### config.mk
export PLATFORM = sky130hd
export DESIGN_NAME = prog_timeout_counter_flat
export DESIGN_NICKNAME = d
export VERILOG_FILES = /design/src/rtl/prog_timeout_counter_if.sv /design/src/rtl/prog_timeout_counter.sv /design/src/flat_wrapper.sv
export SDC_FILE = /design/constraint.sdc
export NUM_CORES = 1
export LEC_CHECK = 0
export BUFFER_PORTS_ARGS = -buffer_cell sky130_fd_sc_hd__buf_2
export CAP_MARGIN = 0
export CORE_UTILIZATION = 50
export DETAILED_ROUTE_END_ITERATION = 6
export GPL_TIMING_DRIVEN = 1
export PLACE_DENSITY = 0.86
export SLEW_MARGIN = 5
export SYNTH_ARGS = -nofsm -noshare
export SYNTH_HDL_FRONTEND = slang
export SYNTH_SLANG_ARGS = --single-unit
### constraint.sdc
create_clock -name tick -period 3.4 [get_ports tick]
set_clock_uncertainty 0.2 [all_clocks]
set_input_delay 0.17 -clock tick [delete_from_list [all_inputs] [get_ports tick]]
set_output_delay 0.17 -clock tick [all_outputs]
set_load 0.01 [all_outputs]
### src/rtl/prog_timeout_counter_if.sv
// Control and status bundle for prog_timeout_counter.
// The master side drives the controls; the counter is the slave.
interface prog_timeout_counter_if #(
    parameter int WIDTH = 16
);
    logic             enable;
    logic             load;
    logic [WIDTH-1:0] limit_in;
    logic             mode;
    logic             clear_flag;
    logic [WIDTH-1:0] count;
    logic             reached;
    logic             reached_pulse;
    logic             busy;

    modport master (
        output enable, load, limit_in, mode, clear_flag,
        input  count, reached, reached_pulse, busy
    );

    modport slave (
        input  enable, load, limit_in, mode, clear_flag,
        output count, reached, reached_pulse, busy
    );
endinterface

### src/rtl/prog_timeout_counter.sv
// Programmable timeout counter: a prescaled step counter that fires at a loadable limit,
// in one-shot or periodic mode, with a sticky flag and a one-cycle pulse.
module prog_timeout_counter #(
    parameter int WIDTH         = 16,
    parameter int DEFAULT_LIMIT = 10,
    parameter int PRESCALE      = 1
) (
    input  logic                   tick,
    input  logic                   reset,
    prog_timeout_counter_if.slave  bus
);
    localparam int PW = (PRESCALE > 1) ? $clog2(PRESCALE) : 1;
    localparam logic [PW-1:0]    PRE_LAST = PW'(PRESCALE - 1);
    localparam logic [WIDTH-1:0] LIM_RST  = WIDTH'(DEFAULT_LIMIT);

    typedef enum logic {RUN = 1'b0, DONE = 1'b1} state_t;

    state_t           state, state_n;
    logic [WIDTH-1:0] count_q, count_n;
    logic [WIDTH-1:0] limit_q, limit_n;
    logic [PW-1:0]    pre_q, pre_n;
    logic             reached_q, reached_n;
    logic             pulse_q, pulse_n;
    logic [WIDTH:0]   next_cnt;

    // One extra bit on the increment so limit = all-ones never wraps
    assign next_cnt = {1'b0, count_q} + (WIDTH+1)'(1);

    always_ff @(posedge tick) begin
        if (reset) begin
            state     <= RUN;
            count_q   <= '0;
            limit_q   <= LIM_RST;
            pre_q     <= '0;
            reached_q <= 1'b0;
            pulse_q   <= 1'b0;
        end else begin
            state     <= state_n;
            count_q   <= count_n;
            limit_q   <= limit_n;
            pre_q     <= pre_n;
            reached_q <= reached_n;
            pulse_q   <= pulse_n;
        end
    end

    always_comb begin
        state_n   = state;
        count_n   = count_q;
        limit_n   = limit_q;
        pre_n     = pre_q;
        reached_n = reached_q & ~bus.clear_flag;
        pulse_n   = 1'b0;
        if (bus.load) begin
            limit_n   = bus.limit_in;
            count_n   = '0;
            pre_n     = '0;
            reached_n = 1'b0;
            state_n   = RUN;
        end else if (state == RUN && bus.enable) begin
            if (pre_q == PRE_LAST) begin
                pre_n = '0;
                if (next_cnt >= {1'b0, limit_q}) begin
                    // Fire: setting the flag overrides a same-edge clear
                    reached_n = 1'b1;
                    pulse_n   = 1'b1;
                    if (bus.mode) begin
                        count_n = '0;
                    end else begin
                        count_n = limit_q;
                        state_n = DONE;
                    end
                end else begin
                    count_n = next_cnt[WIDTH-1:0];
                end
            end else begin
                pre_n = pre_q + PW'(1);
            end
        end
    end

    assign bus.count         = count_q;
    assign bus.reached       = reached_q;
    assign bus.reached_pulse = pulse_q;
    assign bus.busy          = (state == RUN);
endmodule

### src/flat_wrapper.sv
// flat-port wrapper written by rule: the top's interface ports become plain ports
module prog_timeout_counter_flat 
#(
    parameter int WIDTH         = 16,
    parameter int DEFAULT_LIMIT = 10,
    parameter int PRESCALE      = 1
)
  (tick, reset, bus_enable, bus_load, bus_limit_in, bus_mode, bus_clear_flag, bus_count, bus_reached, bus_reached_pulse, bus_busy);
  prog_timeout_counter_if #(.WIDTH(WIDTH)) bus_i ();
  input  logic tick;
  input  logic reset;
  input wire logic [$bits(bus_i.enable)-1:0] bus_enable;
  input wire logic [$bits(bus_i.load)-1:0] bus_load;
  input wire logic [$bits(bus_i.limit_in)-1:0] bus_limit_in;
  input wire logic [$bits(bus_i.mode)-1:0] bus_mode;
  input wire logic [$bits(bus_i.clear_flag)-1:0] bus_clear_flag;
  output wire logic [$bits(bus_i.count)-1:0] bus_count;
  output wire logic [$bits(bus_i.reached)-1:0] bus_reached;
  output wire logic [$bits(bus_i.reached_pulse)-1:0] bus_reached_pulse;
  output wire logic [$bits(bus_i.busy)-1:0] bus_busy;
  assign bus_i.enable = bus_enable;
  assign bus_i.load = bus_load;
  assign bus_i.limit_in = bus_limit_in;
  assign bus_i.mode = bus_mode;
  assign bus_i.clear_flag = bus_clear_flag;
  assign bus_count = bus_i.count;
  assign bus_reached = bus_i.reached;
  assign bus_reached_pulse = bus_i.reached_pulse;
  assign bus_busy = bus_i.busy;
  prog_timeout_counter #(.WIDTH(WIDTH), .DEFAULT_LIMIT(DEFAULT_LIMIT), .PRESCALE(PRESCALE)) u_core (.tick(tick), .reset(reset), .bus(bus_i));
endmodule
==> run summary, run 1 <==
Clock latency on the worst-skew pair -> 0.29 ns
Placed Cells -> 352
Placer congestion estimate -> 0.9254
Hold-critical path endpoint -> u_core.state
Syn nets -> 301
Setup TNS -> 0 ns
Nets@finish -> 365
Wirelength, routed -> 5848 um
Overall die height -> 67.59 um
Ys async rst share -> 0
Area leader, netlist -> dfxtp_1
Max Cap Violations -> 0
Worst Setup End Kind -> flip-flop
Initial antenna violation count -> 0
Post-Layout Cell Count -> 375
Mapped cell area -> 2151 um2
CTS sink count -> 35
Global-route wire length before repair -> 9246 um
Syn. warnings -> 0
Crit path max-delay family -> compound AO/OA/AOI/OAI gates
Clock root buffer -> clkbuf_8
Slowest CP cell -> dfxtp_1
Overall Power -> 0.9174 mW
Die area -> 4568 um2
DP Wirelength -> 4206 um
R2r setup slk -> 0.12 ns
Gate count after technology mapping -> 262
Period utilisation layout -> 0.9660
Arr. time, crit path -> 3.28 ns
Layout area overhead -> 28.68%
CP bufs+invs -> 0
Total number of vias -> 2239
FF-to-FF End -> u_core.bus.count[0]
Final Hold Vio Count -> 0
CP max stage delay -> 0.44 ns
P_leak -> 1.251 nW
Die W -> 67.59 um
Seq/Total Area, Yosys -> 0.3258
Core Box Area -> 4058 um2
Remaining DRCs -> 0
Reg2Reg Launch Point -> u_core.bus.count[3]
Crit path depth -> 9
DR pass1 iterations -> 5
Synth top area share -> 0.3258
Num CTS Buffers -> 5
Vias in the first global route -> 1858
WHS Path Cells -> 3
Post-CTS Setup Bufs -> 0
Initial detailed-routing violation count -> 273
CTS tree -> done
Worst Setup Path Type -> flip-flop to flip-flop
Max FO, Critical Path -> 5
Initial core utilization -> 0.5301
Syn_area_per_cell -> 8.209 um2
Final WS setup -> 0.1157 ns
Tightest Pin Transition -> 0.6797 ns
IO Pins -> 41
Worst IR Drop VDD -> 251.3 uV
Share of cells above drive strength 1 -> 0.2400
Gr ovfl total -> 0
Endpoints failing setup -> 0
CP Launch Type -> flip-flop
Clock Path Buffers -> 2
Top FF cell, synth -> dfxtp_1
WP data required -> 3.40 ns
Site Rows -> 23
Yosys reg bits -> 35
Hold Startpoint -> bus_enable
Worst slack, placed -> -0.02358 ns
Diode count -> 0
CP Cell Sequence -> nand4_1 -> nor2_1 -> xor2_2 -> ha_1 -> a41o_1 -> a2111o_1 -> o21ba_1 -> or4_1 -> a31oi_1
Synth top area cells -> dfxtp_1 33%, ha_1 9.9%, mux2i_1 6.5%, o211ai_1 4.9%, nor2_1 4.5%
Port Buf Inserts -> 40
GRT Total Usage -> 0.2763
Post-route ant nets -> 0
CTS H-tree lvls -> 2
Slew Limit Fails -> 0
FF-to-FF path depth -> 9
Post-synth EDFFs -> 0
Synth cell types -> 33
Power Density -> 331.5 nW/um2
Wirelength per Cell -> 15.59 um
Relative slew slack -> 0.5452
Max Clk Rate -> 304.5 MHz
Status -> finished clean
Vias per cell -> 5.971
Largest net degree at the start of global routing -> 22
Min cycle time layout -> 3.284 ns
Clock transition at the registers of the reported paths -> 0.07 ns
Hold Crit Class -> input port to flip-flop
## power breakdown
part	switching (mW)	internal (mW)	leakage, nW
registers	0.0185	0.429	0.288
clock network	0.141	0.136	0.0371
logic	0.103	0.0892	0.925
## how the worst max path moves through the flow
stage	slack [ns]	start	to
5_1_grt	-0.05	u_core.bus.count[3]	u_core.bus.count[0]
3_3_place_gp	0.1	u_core.bus.count[1]	u_core.bus.reached
3_5_place_dp	-0.02	u_core.bus.count[1]	u_core.bus.count[0]
2_1_floorplan	0.06	u_core.bus.count[0]	u_core.bus.count[0]
4_1_cts	0.02	u_core.bus.count[1]	u_core.bus.count[0]
6_report	0.12	u_core.bus.count[3]	u_core.bus.count[0]
## registers in the layout, summed over array words and instances (netlist names)
signal	flops
u_core.state	1
u_core.limit_q	16
u_core.bus.reached_pulse	1
u_core.bus.reached	1
u_core.bus.count	16
## cell usage in the layout, fill, tap and decap left out, types with 2 or more instances in the layout
cell and count:
a21oi_1 7, a31oi_1 15, a32oi_1 4, and2_1 2, and3_1 3, buf_2 40
buf_4 17, clkbuf_8 5, dfxtp_1 31, dfxtp_2 4, dlygate4sd3_1 17, ha_1 16
inv_1 20, mux2i_1 14, nand2_1 12, nand3_1 18, nand4_1 6, nor2_1 23
nor2_2 2, nor2b_1 4, o2111ai_1 6, o211ai_1 14, o21ai_0 15, o21ai_1 2
or2_2 2, xnor2_1 6, xnor2_2 2, xor2_1 4
## Yosys cell counts (all sizes together), types with 3 or more instances
| cell | count |
|---|---|
| nand4 | 6 |
| o2111ai | 6 |
| xnor2 | 8 |
| and3 | 3 |
| nand3 | 19 |
| buf | 6 |
| clkbuf | 11 |
| inv | 20 |
| xor2 | 5 |
| o21ai | 17 |
| ha | 17 |
| o211ai | 14 |
| dfxtp | 35 |
| a31oi | 15 |
| nor2 | 26 |
| mux2i | 14 |
| a21oi | 7 |
| a32oi | 4 |
| nor2b | 4 |
| nand2 | 12 |
## logic make-up after synthesis
family          after synthesis  synth area share
compound gates               68            0.2123
mux                          15           0.07039
xor+xnor                     13           0.05294
flops                        35            0.3258
fa+ha+maj                    17           0.09889
simple gates                 77            0.1704
buf+inv                      37           0.06922
## metal layers
layer | vias up | track usage | wire length, um
li1 | 1075 | - | -
met1 | 1036 | 0.3827 | 2537
met2 | 117 | 0.4233 | 2731
met3 | 11 | 0.05236 | 483
met4 | 0 | 0.09309 | 95
met5 | - | 0 | 0
## stage by stage
stage,hold slack [ns],util,instance area [um2]
after floorplan,0.1004,-,2153
after global placement,0.1907,0.6087,2470
after detailed placement,0.2064,0.6087,2470
after CTS,0.02579,0.6728,2730
after global routing,0.04823,0.6821,2768
final,0.03062,0.6821,2768
## worst reg2reg max path, cell delays in order, from the launching register on
cell and delay, ns:
dfxtp_1 0.44, nand4_1 0.24, nor2_1 0.25, xor2_2 0.24, ha_1 0.29, a41o_1 0.26
a2111o_1 0.44, o21ba_1 0.24, or4_1 0.40, a31oi_1 0.19
## timing repair
| item | CTS | global route |
|---|---|---|
| pin swaps | 0 | 3 |
| gates resized for setup | 3 | 12 |
| endpoints found under the setup margin | 2 | 19 |
| hold buffers | 17 | 0 |
| hold endpoints to repair | 17 | 0 |
## final cells by class
cell class	instances	area, um2
Multi-Input combinational cell	190	1354
Fill cell	311	1290
Sequential cell	35	705.7
Timing Repair Buffer	74	498.0
Inverter	20	75.07
Clock buffer	6	72.57
Tap cell	50	62.56
No activity file was read; power rests on OpenSTA's default activity.
==> run 2, diff against run 1 <==
Settings changed: CORE_UTILIZATION 50 to 55, PLACE_DENSITY 0.86 to 0.89, SETUP_SLACK_MARGIN set to 0.4.
Clock period 3.4 ns to 3.6 ns, I/O delays scaled along.
==> run 2 against run 1 <==
Global-route usage increased by 1.7 points. Sequential power down 5.6%. Power shrank 0.20%. Flip-flop and latch count did not move. Final cell count fell by 1.1%. Utilization rose by 7.4 points. Worst setup slack better by 0.35 ns. Hold slack better by 0.013 ns.
==> run summary, run 2 (same netlist as run 1, synthesis figures left out) <==
Gr ovfl total -> 0 (unchanged)
Worst slack, placed -> 0.1703 ns (was -0.02358 ns)
Num CTS Buffers -> 5 (unchanged)
Worst Setup Path Type -> flip-flop to flip-flop (unchanged)
Placer congestion estimate -> 0.9734 (was 0.9254)
Overall die height -> 64.54 um (was 67.59 um)
Wirelength per Cell -> 15.69 um (was 15.59 um)
DR pass1 iterations -> 5 (unchanged)
Endpoints failing setup -> 0 (unchanged)
Clock transition at the registers of the reported paths -> 0.07 ns (about the same)
Hold Crit Class -> input port to flip-flop (unchanged)
Setup TNS -> 0 ns (unchanged)
Sw Share -> 0.2762 (was 0.2864)
Vias in the first global route -> 1994 (was 1858)
Overall Power -> 0.9155 mW (was 0.9174 mW)
WP data required -> 3.56 ns (was 3.40 ns)
CTS sink count -> 35 (unchanged)
Port Buf Inserts -> 40 (unchanged)
Switching power -> 0.2529 mW (was 0.2627 mW)
Wirelength, routed -> 5820 um (was 5848 um)
Slew Limit Fails -> 0 (unchanged)
Largest net degree at the start of global routing -> 31 (was 22)
Clock latency on the worst-skew pair -> 0.29 ns (about the same)
Max Clk Rate -> 319.5 MHz (was 304.5 MHz)
Max Cap Violations -> 0 (unchanged)
Tightest Pin Transition -> 0.6200 ns (was 0.6797 ns)
Period utilisation layout -> 0.8694 (was 0.9660)
Power Internal -> 0.6627 mW (was 0.6546 mW)
Initial antenna violation count -> 0 (unchanged)
Diode count -> 0 (unchanged)
IO Pins -> 41 (unchanged)
P_leak -> 1.261 nW (was 1.251 nW)
CTS tree -> done (unchanged)
RSZ-0062 raised after global routing -> false
Placed Cells -> 342 (was 352)
Worst IR Drop VDD -> 302.8 uV (was 251.3 uV)
Vias per cell -> 5.987 (was 5.971)
CTS H-tree lvls -> 2 (unchanged)
Initial detailed-routing violation count -> 260 (was 273)
Remaining DRCs -> 0 (unchanged)
Arr. time, crit path -> 3.09 ns (was 3.28 ns)
Die area -> 4165 um2 (was 4568 um2)
Initial core utilization -> 0.5788 (was 0.5301)
Reg power frac -> 0.462 (was 0.488)
Clock Path Buffers -> 2 (unchanged)
DP Wirelength -> 3933 um (was 4206 um)
Commonest non-fill, non-tap cell in the layout -> buf_2 (unchanged)
Post-route ant nets -> 0 (unchanged)
Final WS setup -> 0.4702 ns (was 0.1157 ns)
Max FO, Critical Path -> 7 (was 5)
Post-Layout Cell Count -> 371 (was 375)
Share of cells above drive strength 1 -> 0.2601 (was 0.2400)
Total number of vias -> 2221 (was 2239)
Layout area overhead -> 30.66% (was 28.68%)
Site Rows -> 22 (was 23)
Worst Setup End Kind -> flip-flop (unchanged)
Clock root buffer -> clkbuf_8 (unchanged)
Most frequent cells in the layout -> 40 x buf_2, 29 x dfxtp_1, 24 x nor2_1 (was 40 x buf_2, 31 x dfxtp_1, 23 x nor2_1)
Power Density -> 325.8 nW/um2 (was 331.5 nW/um2)
GRT Total Usage -> 0.2931 (was 0.2763)
Nets@finish -> 361 (was 365)
Clock power frac -> 0.339 (was 0.303)
Min cycle time layout -> 3.130 ns (was 3.284 ns)
Global-route wire length before repair -> 9239 um (was 9246 um)
Combinational power share -> 0.199 (was 0.209)
Core Box Area -> 3716 um2 (was 4058 um2)
Die W -> 64.54 um (was 67.59 um)
Status -> finished clean (unchanged)
Relative slew slack -> 0.5851 (was 0.5452)
CP Launch Type -> flip-flop (unchanged)
Final Hold Vio Count -> 0 (unchanged)
-- run 2: final timing paths --
kind | startpoint | to | slack (ns) | depth (start not counted)
min | bus_enable | u_core.state | 0.04 | 3
max reg2reg | u_core.bus.count[0] | u_core.bus.count[14] | 0.47 | 11
max | u_core.bus.count[0] | u_core.bus.count[14] | 0.47 | 11
min reg2reg | u_core.bus.reached | u_core.bus.reached | 0.28 | 2
-- run 2: stage by stage --
stage	cell area (um2)	util	hold WS (ns)
global placement	2422	0.6519	0.1963
CTS	2753	0.7407	0.03140
finish	2810	0.7562	0.04397
detailed placement	2422	0.6519	0.2038
floorplan	2168	-	0.1104
global route	2810	0.7562	0.02294
-- run 2: area by class of cell --
cell class                 instances  area, um2
inverter                          20      75.07
timing repair buffer              70      467.9
clock buffer                       8      100.1
tap                               48      60.06
fill                             271      905.9
multi-input combinational        190       1396
sequential                        35      710.7
-- run 2: metal layers --
metal  track usage  vias to the layer above  part of all wire
li1              -                     1075                 -
met1        0.3834                     1038              0.45
met2        0.4816                       98              0.47
met3       0.05810                       10             0.066
met4       0.09444                        0             0.014
met5             0                        -                 0
-- run 2: critical path, cell delays in order, from the launching register on --
cell and delay [ns]:
dfxtp_4 0.40, ha_4 0.17, nand3_4 0.11, xnor2_2 0.20, ha_1 0.29, and3_1 0.21
a41o_1 0.24, a2111o_1 0.45, o21ba_4 0.24, buf_4 0.15, o211ai_1 0.21, a31oi_1 0.12
-- run 2: repair_timing --
| item | 4_1_cts | 5_1_grt |
|---|---|---|
| hold buffers | 17 | 0 |
| pin swaps | 3 | 5 |
| setup endpoints to repair | 19 | 18 |
| hold endpoints to repair | 17 | 0 |
| buffers inserted | 1 | 3 |
| gates resized for setup | 10 | 12 |
-- run 2: power by group through the flow --
stage	logic, mW	clock network [mW]	registers, mW
final	0.182	0.310	0.423
after global routing	0.200	0.337	0.425
after CTS	0.171	0.314	0.422
after detailed placement	0.151	0	0.430
after global placement	0.147	0	0.429
after floorplan	0.104	0	0.429
==> run 3, diff against run 2 <==
Settings changed: CTS_BUF_LIST set to sky130_fd_sc_hd__clkbuf_16, MAX_ROUTING_LAYER set to met4, RECOVER_POWER set to 100.
==> run 3 against run 2 <==
Cell area up 5.2%. Sequential share of layout area down 1.3 points. First-iteration DRC count up 53%. Largest cell class unchanged. Largest power group unchanged. Highest routed layer unchanged.
==> run summary, run 3 (same netlist as run 1, synthesis figures left out) <==
Power Internal -> 0.7523 mW (was 0.6627 mW)
Core Box Area -> 3716 um2 (unchanged)
Reg power frac -> 0.403 (was 0.462)
Clock transition at the registers of the reported paths -> 0.05 ns (was 0.07 ns)
Min cycle time layout -> 3.378 ns (was 3.130 ns)
Reg2Reg Launch Point -> u_core.bus.count[1] (was u_core.bus.count[0])
Setup TNS -> 0 ns (unchanged)
Fill count -> 243 (was 271)
Gr ovfl total -> 0 (unchanged)
Arr. time, crit path -> 3.28 ns (was 3.09 ns)
Initial detailed-routing violation count -> 397 (was 260)
Layout area overhead -> 37.41% (was 30.66%)
Initial core utilization -> 0.5788 (unchanged)
CTS sink count -> 35 (unchanged)
Overall die height -> 64.54 um (unchanged)
Hold-critical path endpoint -> u_core.limit_q[0] (was u_core.state)
GRT Total Usage -> 0.3098 (was 0.2931)
Vias in the first global route -> 1997 (was 1994)
Worst Setup Path Type -> flip-flop to flip-flop (unchanged)
Nets@finish -> 371 (was 361)
Die W -> 64.54 um (unchanged)
CTS H-tree lvls -> 2 (unchanged)
CTS tree -> done (unchanged)
Wirelength, routed -> 6977 um (was 5820 um)
Clock latency on the worst-skew pair -> 0.28 ns (was 0.29 ns)
CP Launch Type -> flip-flop (unchanged)
RSZ-0062 raised after global routing -> true (was false)
WP data required -> 3.50 ns (was 3.56 ns)
Clock root buffer -> clkbuf_16 (was clkbuf_8)
Placer congestion estimate -> 0.9363 (was 0.9734)
Commonest non-fill, non-tap cell in the layout -> dfxtp_1 (was buf_2)
Port Buf Inserts -> 40 (unchanged)
Post-route ant nets -> 0 (unchanged)
Clock Path Buffers -> 2 (unchanged)
Combinational power share -> 0.204 (was 0.199)
Status -> finished clean (unchanged)
Site Rows -> 22 (unchanged)
Endpoints failing setup -> 0 (unchanged)
Die area -> 4165 um2 (unchanged)
R2r setup slk -> 0.22 ns (was 0.47 ns)
Hold Crit Class -> input port to flip-flop (unchanged)
Most frequent cells in the layout -> 33 x dfxtp_1, 28 x buf_2, 23 x nor2_1 (was 40 x buf_2, 29 x dfxtp_1, 24 x nor2_1)
Largest net degree at the start of global routing -> 21 (was 31)
Final Hold Vio Count -> 0 (unchanged)
Remaining DRCs -> 0 (unchanged)
Diode count -> 0 (unchanged)
Global-route wire length before repair -> 9570 um (was 9239 um)
Sw Share -> 0.2828 (was 0.2762)
Period utilisation layout -> 0.9384 (was 0.8694)
Share of cells above drive strength 1 -> 0.2432 (was 0.2601)
Initial antenna violation count -> 0 (unchanged)
Max FO, Critical Path -> 11 (was 7)
DR pass1 iterations -> 5 (unchanged)
Clock power frac -> 0.394 (was 0.339)
Worst IR Drop VDD -> 297.5 uV (was 302.8 uV)
Slew Limit Fails -> 0 (unchanged)
Switching power -> 0.2967 mW (was 0.2529 mW)
IO Pins -> 41 (unchanged)
Hold Startpoint -> reset (was bus_enable)
Max Clk Rate -> 296.0 MHz (was 319.5 MHz)
WHS Path Cells -> 2 (was 3)
Tightest Pin Transition -> 0.9260 ns (was 0.6200 ns)
Final WS setup -> 0.2218 ns (was 0.4702 ns)
FF-to-FF path depth -> 13 (was 11)
Relative slew slack -> 0.3814 (was 0.5851)
Final core occ -> 0.7953 (was 0.7562)
Power Density -> 355.0 nW/um2 (was 325.8 nW/um2)
DP Wirelength -> 3917 um (was 3933 um)
Wirelength per Cell -> 18.31 um (was 15.69 um)
Max Cap Violations -> 0 (unchanged)
Final hold slack -> 0.05337 ns (was 0.04397 ns)
Total number of vias -> 2403 (was 2221)
Num CTS Buffers -> 5 (unchanged)
Worst slack, placed -> 0.07829 ns (was 0.1703 ns)
Vias per cell -> 6.307 (was 5.987)
P_leak -> 1.289 nW (was 1.261 nW)
FF-to-FF End -> u_core.bus.count[1] (was u_core.bus.count[14])
Worst Setup End Kind -> flip-flop (unchanged)
[run 3: changes by cell type in the layout (fill, tap and decap cells not counted), moves of 3 or more]
cell       delta
buf_2        -12
buf_4         +3
buf_6         +3
clkbuf_1     +14
clkbuf_16     +5
clkbuf_8      -7
dfxtp_1       +4
dfxtp_2       -5
nand2_1       -3
nand2_2       +3
[run 3: routing by layer]
metal,GRT usage,part of all wire
met5,-,0
met4,0.1361,0.045
met3,0.04930,0.097
met2,0.4513,0.44
met1,0.4217,0.42
[run 3: cell type report]
class | count | area [um2] | area share
repair buffers | 80 | 535.5 | 0.1812
well taps | 48 | 60.06 | 0.02032
clock inverters | 3 | 12.51 | 0.004234
multi-input cells | 190 | 1439 | 0.4869
clock buffers | 5 | 125.1 | 0.04234
inverters | 20 | 75.07 | 0.02540
flip-flops and latches | 35 | 708.2 | 0.2396
[run 3: metrics by stage]
step | area, um2 | std cells | total power [mW]
floorplan | 2168 | 262 | 0.5338
global placement | 2430 | 343 | 0.5776
detailed placement | 2430 | 343 | 0.5826
CTS | 2828 | 371 | 1.012
global route | 2955 | 381 | 1.085
finish | 2955 | 381 | 1.049
[run 3: how the worst max path moves through the flow]
stage                             start                   to  depth (start not counted)  slack [ns]
floorplan           u_core.bus.count[0]  u_core.bus.count[0]                         11        0.42
global placement    u_core.bus.count[0]   u_core.bus.reached                         11        0.22
detailed placement  u_core.bus.count[0]   u_core.bus.reached                         11        0.08
CTS                 u_core.bus.count[1]  u_core.bus.count[0]                         10        0.42
global route        u_core.bus.count[3]  u_core.bus.count[1]                         13        0.06
finish              u_core.bus.count[1]  u_core.bus.count[1]                         13        0.22
[run 3: timing repair]
action                                  in CTS  in global routing
setup buffers                                3                  8
cloned                                       0                  2
endpoints found under the setup margin      19                 19
hold buffers                                17                  0
pin swaps                                    3                 29
hold endpoints to repair                    17                  0
gates resized for setup                     12                 27
[run 3: worst max-delay path, stage by stage (launching register included)]
cell	delay, ns
dfxtp_1	0.44
ha_4	0.19
nand3_4	0.12
nor2_4	0.21
nand3_2	0.13
xnor2_2	0.18
ha_1	0.32
a21oi_2	0.17
o21ai_2	0.10
a2111o_1	0.40
o21ba_4	0.24
buf_8	0.14
o211ai_1	0.22
a31oi_1	0.14
[run 3: power groups by stage]
stage	clock network [mW]	registers (mW)	logic, mW
final	0.413	0.422	0.214
after global routing	0.433	0.424	0.228
after CTS	0.412	0.421	0.179
after detailed placement	0	0.429	0.153
after global placement	0	0.429	0.149
after floorplan	0	0.429	0.104
